==> src/rtl/code83y_encoder.sv <==
// code83y_encoder: one-hot row vector to 3-bit row index encoder.
// The raw row vector is registered, debounced by a stability counter,
// classified (legal one-hot / none / multi-hot), and each new legal index
// is offered to the consumer through a valid/ack handshake. Every output
// is driven straight from a register.
module code83y_encoder #(
    parameter int DATAWIDTH_DATA     = 8,
    parameter int DATAWIDTH_SELECTOR = 3,
    parameter int STABLE_CYCLES      = 4,
    parameter int CNTWIDTH           = 3
) (
    input  logic                          CODE83Y_CLOCK_50,
    input  logic                          CODE83Y_RESET_InLow,
    input  logic [DATAWIDTH_DATA-1:0]     CODE83Y_Data_In,
    input  logic                          CODE83Y_Ack_In,
    output logic [DATAWIDTH_SELECTOR-1:0] CODE83Y_Select_Out,
    output logic                          CODE83Y_Valid_Out,
    output logic                          CODE83Y_Error_Out,
    output logic                          CODE83Y_Change_Out
);

    // Offer handshake states.
    localparam logic [1:0] ST_WAIT_STABLE = 2'd0;
    localparam logic [1:0] ST_OFFER       = 2'd1;
    localparam logic [1:0] ST_WAIT_CHANGE = 2'd2;

    // Classification codes of a stable sample.
    localparam logic [1:0] CLS_NONE  = 2'd0;
    localparam logic [1:0] CLS_LEGAL = 2'd1;
    localparam logic [1:0] CLS_MULTI = 2'd2;

    // Counter value meaning STABLE_CYCLES identical registered samples.
    localparam logic [CNTWIDTH-1:0] CNT_SAT = CNTWIDTH'(STABLE_CYCLES - 1);

    // Zero-hot, one-hot or multi-hot. v & (v-1) clears the lowest set bit,
    // so anything left over means at least two bits were set.
    function automatic logic [1:0] classify(input logic [DATAWIDTH_DATA-1:0] v);
        logic [DATAWIDTH_DATA-1:0] low_cleared;
        low_cleared = v & (v - 1'b1);
        if (v == '0)
            classify = CLS_NONE;
        else if (low_cleared != '0)
            classify = CLS_MULTI;
        else
            classify = CLS_LEGAL;
    endfunction

    // Position of the set bit; only meaningful for a legal one-hot vector.
    function automatic logic [DATAWIDTH_SELECTOR-1:0] encode(input logic [DATAWIDTH_DATA-1:0] v);
        encode = '0;
        for (int i = 0; i < DATAWIDTH_DATA; i++) begin
            if (v[i])
                encode = DATAWIDTH_SELECTOR'(i);
        end
    endfunction

    // Sampling pipeline: samp_p0 is the newest registered input, samp_p1 the
    // one before it. cnt_p1 counts how long samp_p1 has matched its successor.
    logic [DATAWIDTH_DATA-1:0] samp_p0;
    logic [DATAWIDTH_DATA-1:0] samp_p1;
    logic [CNTWIDTH-1:0]       cnt_p1;

    // Handshake state and output registers.
    logic [1:0]                    state;
    logic [DATAWIDTH_SELECTOR-1:0] select_r;
    logic                          valid_r;
    logic                          error_r;
    logic                          change_r;
    logic                          first_offer;
    logic [DATAWIDTH_DATA-1:0]     offered_code;

    // Classification of the debounced sample.
    logic                          stable;
    logic [1:0]                    cls;
    logic [DATAWIDTH_SELECTOR-1:0] idx;
    logic                          is_legal;
    logic                          is_multi;

    // Stage p0 -> p1: register the input and track how long it has held.
    always_ff @(posedge CODE83Y_CLOCK_50) begin
        if (!CODE83Y_RESET_InLow) begin
            samp_p0 <= '0;
            samp_p1 <= '0;
            cnt_p1  <= '0;
        end else begin
            samp_p0 <= CODE83Y_Data_In;
            samp_p1 <= samp_p0;
            if (samp_p0 != samp_p1)
                cnt_p1 <= '0;
            else if (cnt_p1 != CNT_SAT)
                cnt_p1 <= cnt_p1 + 1'b1;
        end
    end

    // Once the counter saturates, samp_p1 has been seen STABLE_CYCLES times
    // in a row, so it is the value that gets classified.
    always_comb begin
        stable   = (cnt_p1 == CNT_SAT);
        cls      = classify(samp_p1);
        idx      = encode(samp_p1);
        is_legal = (cls == CLS_LEGAL);
        is_multi = (cls == CLS_MULTI);
    end

    // Error flag follows the stable classification and holds while unstable.
    always_ff @(posedge CODE83Y_CLOCK_50) begin
        if (!CODE83Y_RESET_InLow)
            error_r <= 1'b0;
        else if (stable)
            error_r <= is_multi;
    end

    // Offer handshake: wait for a stable legal index, hold it until acked,
    // then wait for a different stable value before offering again.
    always_ff @(posedge CODE83Y_CLOCK_50) begin
        if (!CODE83Y_RESET_InLow) begin
            state        <= ST_WAIT_STABLE;
            select_r     <= '0;
            valid_r      <= 1'b0;
            change_r     <= 1'b0;
            first_offer  <= 1'b1;
            offered_code <= '0;
        end else begin
            change_r <= 1'b0;
            case (state)
                ST_WAIT_STABLE: begin
                    valid_r <= 1'b0;
                    if (stable && is_legal) begin
                        select_r     <= idx;
                        offered_code <= samp_p1;
                        valid_r      <= 1'b1;
                        change_r     <= (idx != select_r) || first_offer;
                        first_offer  <= 1'b0;
                        state        <= ST_OFFER;
                    end
                end
                ST_OFFER: begin
                    // select_r is deliberately untouched here: the consumer
                    // sees a frozen index for the whole offer.
                    if (CODE83Y_Ack_In) begin
                        valid_r <= 1'b0;
                        state   <= ST_WAIT_CHANGE;
                    end
                end
                ST_WAIT_CHANGE: begin
                    valid_r <= 1'b0;
                    // Ack is ignored here; only a different stable value
                    // (other index, zero-hot or multi-hot) re-arms the offer.
                    if (stable && (samp_p1 != offered_code))
                        state <= ST_WAIT_STABLE;
                end
                default: begin
                    valid_r <= 1'b0;
                    state   <= ST_WAIT_STABLE;
                end
            endcase
        end
    end

    assign CODE83Y_Select_Out = select_r;
    assign CODE83Y_Valid_Out  = valid_r;
    assign CODE83Y_Error_Out  = error_r;
    assign CODE83Y_Change_Out = change_r;

endmodule
==> config.mk <==
export PLATFORM = sky130hd
export DESIGN_NAME = code83y_encoder
export DESIGN_NICKNAME = d
export VERILOG_FILES = /design/src/rtl/code83y_encoder.sv
export SDC_FILE = /design/constraint.sdc
export NUM_CORES = 1
export LEC_CHECK = 0
export BUFFER_PORTS_ARGS = -buffer_cell sky130_fd_sc_hd__clkbuf_2
export CAP_MARGIN = 20
export CORE_UTILIZATION = 44
export DETAILED_ROUTE_END_ITERATION = 10
export SETUP_SLACK_MARGIN = 0.3
export SKIP_CTS_REPAIR_TIMING = 1
export SLEW_MARGIN = 20
export SYNTH_ARGS = -nofsm -noshare
export SYNTH_HDL_FRONTEND = slang
export SYNTH_SLANG_ARGS = --single-unit
==> constraint.sdc <==
create_clock -name CODE83Y_CLOCK_50 -period 2.55 [get_ports CODE83Y_CLOCK_50]
set_clock_uncertainty 0.2 [all_clocks]
set_input_delay 0.1275 -clock CODE83Y_CLOCK_50 [delete_from_list [all_inputs] [get_ports CODE83Y_CLOCK_50]]
set_output_delay 0.1275 -clock CODE83Y_CLOCK_50 [all_outputs]
set_load 0.005 [all_outputs]
==> flow_summary.ini, run 1 <==
[route]
finalWirelength_mm = 2.98
drc_errors = 0
route.vias.total = 1189
via_per_inst = 4.91
drtIter0Drc = 34
drt_pass1_iterations = 4
wire_per_inst_um = 12.3
ant_nets = 0

[cts]
cts-root-buf = clkbuf_8
clockBufferDepth = 2
clkSinkCount = 36
htreeDepth = 2
clk_pin_slew_worst_paths_ps = 70
clk_latency_ps = 290
cts_tree = done
cts-buffers-inserted = 5

[pwr]
peakVddDrop_v = 0.000333
p_leak_nw = 0.809
total_power_mw = 1.18
p_per_area_nw_per_um2 = 593

[cells_and_area]
fin_area_um2 = 1990
seqCellArea_um2 = 726
antennaDiodeCount = 0
syn2layout_area_growth_pct = 20.4
final_cells = 242
drive_above_1_share_pct = 20.9
multiInputGateArea_um2 = 833
fin_nets = 208
fillCellCount = 339

[placed_design]
hpwl_mm = 2.05
postPlaceCellArea_um2 = 1750
dp_cells = 224
port_buffers = 16
gp_congestion = 0.753

[die]
row_count = 21
die_h_um = 63.3
die-area_um2 = 4010
die_w_um = 63.3
coreArea_um2 = 3470
io_pins = 17
initial_core_util_pct = 47.7

[grt]
grt_pass1_vias = 1170
grt_overflow = 0
grt_first_pass_wirelength_mm = 4.98
grt_max_degree = 44
grt_use_total_pct = 16.1
antenna_found_initial = 0

[yosys]
synth_ff_type = dfxtp_1
synth-seq-cells = 36
synth_edf_count = 0
synthArstFlopShare_pct = 0
syn_area_um2 = 1650
synth.avg_cell_area_um2 = 9.73
yosysUniqueCellTypes = 39
syn_nets = 183
yosys_warnings = 0
syn_inst = 170
yosysSeqAreaShare_pct = 43.6

[timing]
finalSetupViolations = 0
slew-limit-headroom_pct = 54.2
rsz0062_at_grt = true
fin_crit_sh_pct = 85.4
fin_tns_setup_ps = 0
worst_pin_slew_ps = 687
slew_violations = 0
fin_crit_ps = 2180
final_hold_viol_count = 0
fmax_ghz = 0.459

[setup_path]
crit_required_ps = 2570
endpoint_kind = register
critPathKind = reg2reg
critPathMaxFanout = 8
startpoint_type = register
ff2ff_path_depth = 6
crit_arrival_ps = 2200

[run_status]
status = finished, final reports clean

[min_path]
hold_depth = 2
hp-class = in2reg

[job]
drv_cap = 0
[cell usage after synthesis (3+ instances only)]
cell | number | share of area [%]
and2_1 | 17 | 6.4
buf_4 | 6 | 2.7
clkbuf_1 | 5 | 1.1
dfxtp_1 | 36 | 44
mux2i_1 | 10 | 6.1
nand2_1 | 19 | 4.3
nand3_1 | 3 | 0.91
nand4_1 | 3 | 1.1
nor2_1 | 9 | 2.0
nor4_1 | 5 | 1.9
o211a_1 | 3 | 1.8
o21ai_0 | 4 | 1.2
xnor2_1 | 11 | 5.8
xor2_1 | 9 | 4.8
[critical path, stage by stage (launching register included)]
cell,delay [ps]
dfxtp_4,370
or4_4,570
a2111oi_4,360
nor4_2,100
nor2_4,160
clkbuf_16,180
mux2i_1,170
[registers in the layout (all words and copies together), names as in the netlist]
register	count
CODE83Y_Change_Out	1
CODE83Y_Error_Out	1
CODE83Y_Select_Out	3
CODE83Y_Valid_Out	1
cnt_p1	3
first_offer	1
offered_code	8
samp_p0	8
samp_p1	8
state	2
[where the power goes]
group	switching, mW	total (mW)	internal, mW	leakage (nW)
combinational	0.0493	0.106	0.0564	0.459
sequential	0.0131	0.587	0.574	0.295
clock	0.198	0.488	0.290	0.0552
total	0.260	1.18	0.920	0.809
[path summary, 6_finish.rpt]
check	from	end	slack [ps]
max	samp_p1[1]	offered_code[1]	370
min	CODE83Y_RESET_InLow	first_offer	220
max reg2reg	samp_p1[1]	offered_code[1]	370
min reg2reg	offered_code[5]	offered_code[5]	280
[cell type report]
class	count	share of cell area [%]
clock buffers	6	3.64
clock inverters	2	1.76
inverters	2	0.377
multi-input cells	117	41.8
flip-flops and latches	36	36.4
well taps	46	2.89
repair buffers	33	13.1
[stage by stage]
step,utilization [%],hold WS (ps),worst slack (ps)
after floorplan,-,54.8,342
after global routing,57.4,301,290
final,57.4,219,374
after global placement,50.5,132,384
after CTS,53.6,-169,270
after detailed placement,50.5,136,293
[cell families (layout without fill, tap and decap cells)]
group | after synthesis | in the layout | share of synthesized area, %
multiplexers | 10 | 10 | 6.05
flip-flops | 36 | 36 | 43.6
AND/OR/NAND/NOR | 68 | 68 | 22.6
XOR/XNOR | 20 | 20 | 10.6
adder cells (fa/ha/maj) | 3 | 3 | 2.12
buffers and inverters | 17 | 43 | 6.81
AO/OA/AOI/OAI | 16 | 16 | 8.25
[per-layer routing]
metal  wire length (µm)  share of wire (%)  global-route usage, %  vias up
li1                   -                  -                      -      618
met1               1400                 47                   18.0      548
met2               1440                 48                   27.3       16
met3                 71                2.4                   3.80        7
met4                 67                2.3                   10.5        0
met5                  0                  0                      0        -
[placed cells by master, fill, tap and decap left out, drive strengths merged, types with 2 or more instances in the layout]
cell type	instances
nand4	3
nor2	10
nand3	3
clkbuf	23
inv	2
dlygate4sd3	9
mux2i	10
or3	2
o21a	2
xor2	9
or4	2
xnor2	11
nand2	19
dfxtp	36
buf	7
and2	17
ha	2
nand3b	2
o211a	3
o21ai	4
nor4	6
Power figures use the tool's default switching activity.
==> run 2: changes to the inputs <==
- CTS_BUF_LIST: not set -> sky130_fd_sc_hd__clkbuf_2 sky130_fd_sc_hd__clkbuf_4 sky130_fd_sc_hd__clkbuf_8
- SKIP_LAST_GASP: not set -> 1
==> run 2 against run 1 <==
  * Via count is the same
  * Design area grew 0.19%
  * Routed wire length is essentially flat
  * Die area is the same
  * Critical path depth is the same
  * Register-to-register slack is essentially flat
  * Global-route usage is the same
  * Non-clock buffer count is the same
  * Clock power grew 2%
  * Sequential share of layout area shrank 0.068 points
  * Final cell count is the same
  * Sequential power is essentially flat
  * Largest cell class unchanged
  * Highest routed layer unchanged
==> flow_summary.ini, run 2 (synthesis gave the netlist of run 1 again) <==
[cells_and_area]
layout_common_cells = dfxtp_1, nand2_1, and2_1
antennaDiodeCount = 0
drive_above_1_share_pct = 21.4
reg_top3 = offered_code (8), samp_p0 (8), samp_p1 (8)
syn2layout_area_growth_pct = 20.7
mostFrequentLayoutCell = dfxtp_1
fin_nets = 208

[setup_path]
path_cells = or4_4 -> a2111oi_4 -> nor4_2 -> nor2_4 -> clkbuf_16 -> mux2i_1
critPathSlowestCell = or4_4
reg2reg_from = samp_p1[1]
ff2ff_path_depth = 6
r2r_end = offered_code[1]
max_stage_delay_ps = 570
startpoint_type = register
crit_arrival_ps = 2200
critPathKind = reg2reg
crit_required_ps = 2570
critPathMaxFanout = 8
endpoint_kind = register
r2r_setup_slack_ps = 370

[timing]
slew_violations = 0
finalSetupViolations = 0
setup_slack_ps = 372
rsz0062_at_grt = true
worst_pin_slew_ps = 704
slew-limit-headroom_pct = 53.1
whs_ps = 229
fin_crit_ps = 2180
fin_crit_sh_pct = 85.4
fmax_ghz = 0.459
final_hold_viol_count = 0
fin_tns_setup_ps = 0

[die]
io_pins = 17
die_h_um = 63.3
row_count = 21
die-area_um2 = 4010
initial_core_util_pct = 47.7
die_w_um = 63.3
coreArea_um2 = 3470

[cts]
clockBufferDepth = 2
htreeDepth = 2
cts_tree = done
cts-buffers-inserted = 5
clk_latency_ps = 290
cts-root-buf = clkbuf_8
clkSinkCount = 36
clk_pin_slew_worst_paths_ps = 70

[pwr]
p_leak_nw = 0.812
peakVddDrop_v = 0.000332
p_per_area_nw_per_um2 = 597

[route]
via_per_inst = 4.91
drt_pass1_iterations = 4
route.vias.total = 1189
drtIter0Drc = 33
ant_nets = 0
finalWirelength_mm = 2.97
wire_per_inst_um = 12.3
drc_errors = 0

[grt]
grt_use_total_pct = 16.1
grt_max_degree = 44
grt_first_pass_wirelength_mm = 4.99
antenna_found_initial = 0
grt_pass1_vias = 1176
grt_overflow = 0

[placed_design]
place_worst_setup_slack_ps = 293
gp_congestion = 0.753
hpwl_mm = 2.05
port_buffers = 16

[min_path]
min_from = CODE83Y_RESET_InLow
hold_depth = 2
hp-class = in2reg
holdPathEnd = first_offer

[job]
drv_cap = 0

[run_status]
status = finished, final reports clean
## run 2: how the worst max path moves through the flow
stage,startpoint,end,slack [ps],cells past startpoint
after global routing,samp_p1[1],offered_code[2],290,6
after CTS,samp_p1[1],offered_code[2],270,6
after floorplan,samp_p1[0],CODE83Y_Select_Out[1],340,7
final,samp_p1[1],offered_code[1],370,6
after global placement,samp_p1[0],offered_code[3],380,6
after detailed placement,samp_p1[1],offered_code[2],290,6
## run 2: per-stage QoR
stage | utilization [%] | area, µm² | power (mW) | instances
3_5_place_dp | 50.5 | 1750 | 0.694 | 224
6_report | 57.5 | 2000 | 1.19 | 242
3_3_place_gp | 50.5 | 1750 | 0.692 | 224
2_1_floorplan | - | 1650 | 0.672 | 170
4_1_cts | 53.7 | 1860 | 1.19 | 232
5_1_grt | 57.5 | 2000 | 1.24 | 242
## run 2: area by class of cell
cell class                 count  area (µm²)
fill                         338        1470
multi-input combinational    117         833
sequential                    36         726
timing repair buffer          33         260
clock buffer                   6        76.3
tap                           46        57.6
clock inverter                 2        35.0
inverter                       2        7.51
## run 2: where the power goes
part	internal, mW	leakage (nW)	switching, mW
Sequential	0.574	0.295	0.0131
Clock	0.301	0.0586	0.198
Combinational	0.0564	0.459	0.0495
## run 2: per-layer routing
layer  routed length, µm  vias up  GRT usage (%)
li1                    -      618              -
met1                1410      548           17.9
met2                1420       16           27.4
met3                  71        7           3.80
met4                  67        0           10.5
met5                   0        -              0
## run 2: worst max-delay path: cells and delay by family, from the launching register on
kind | cells | cell delay, ps
compound gates | 1 | 360
flops | 1 | 370
mux | 1 | 170
simple gates | 3 | 830
buf+inv | 1 | 170
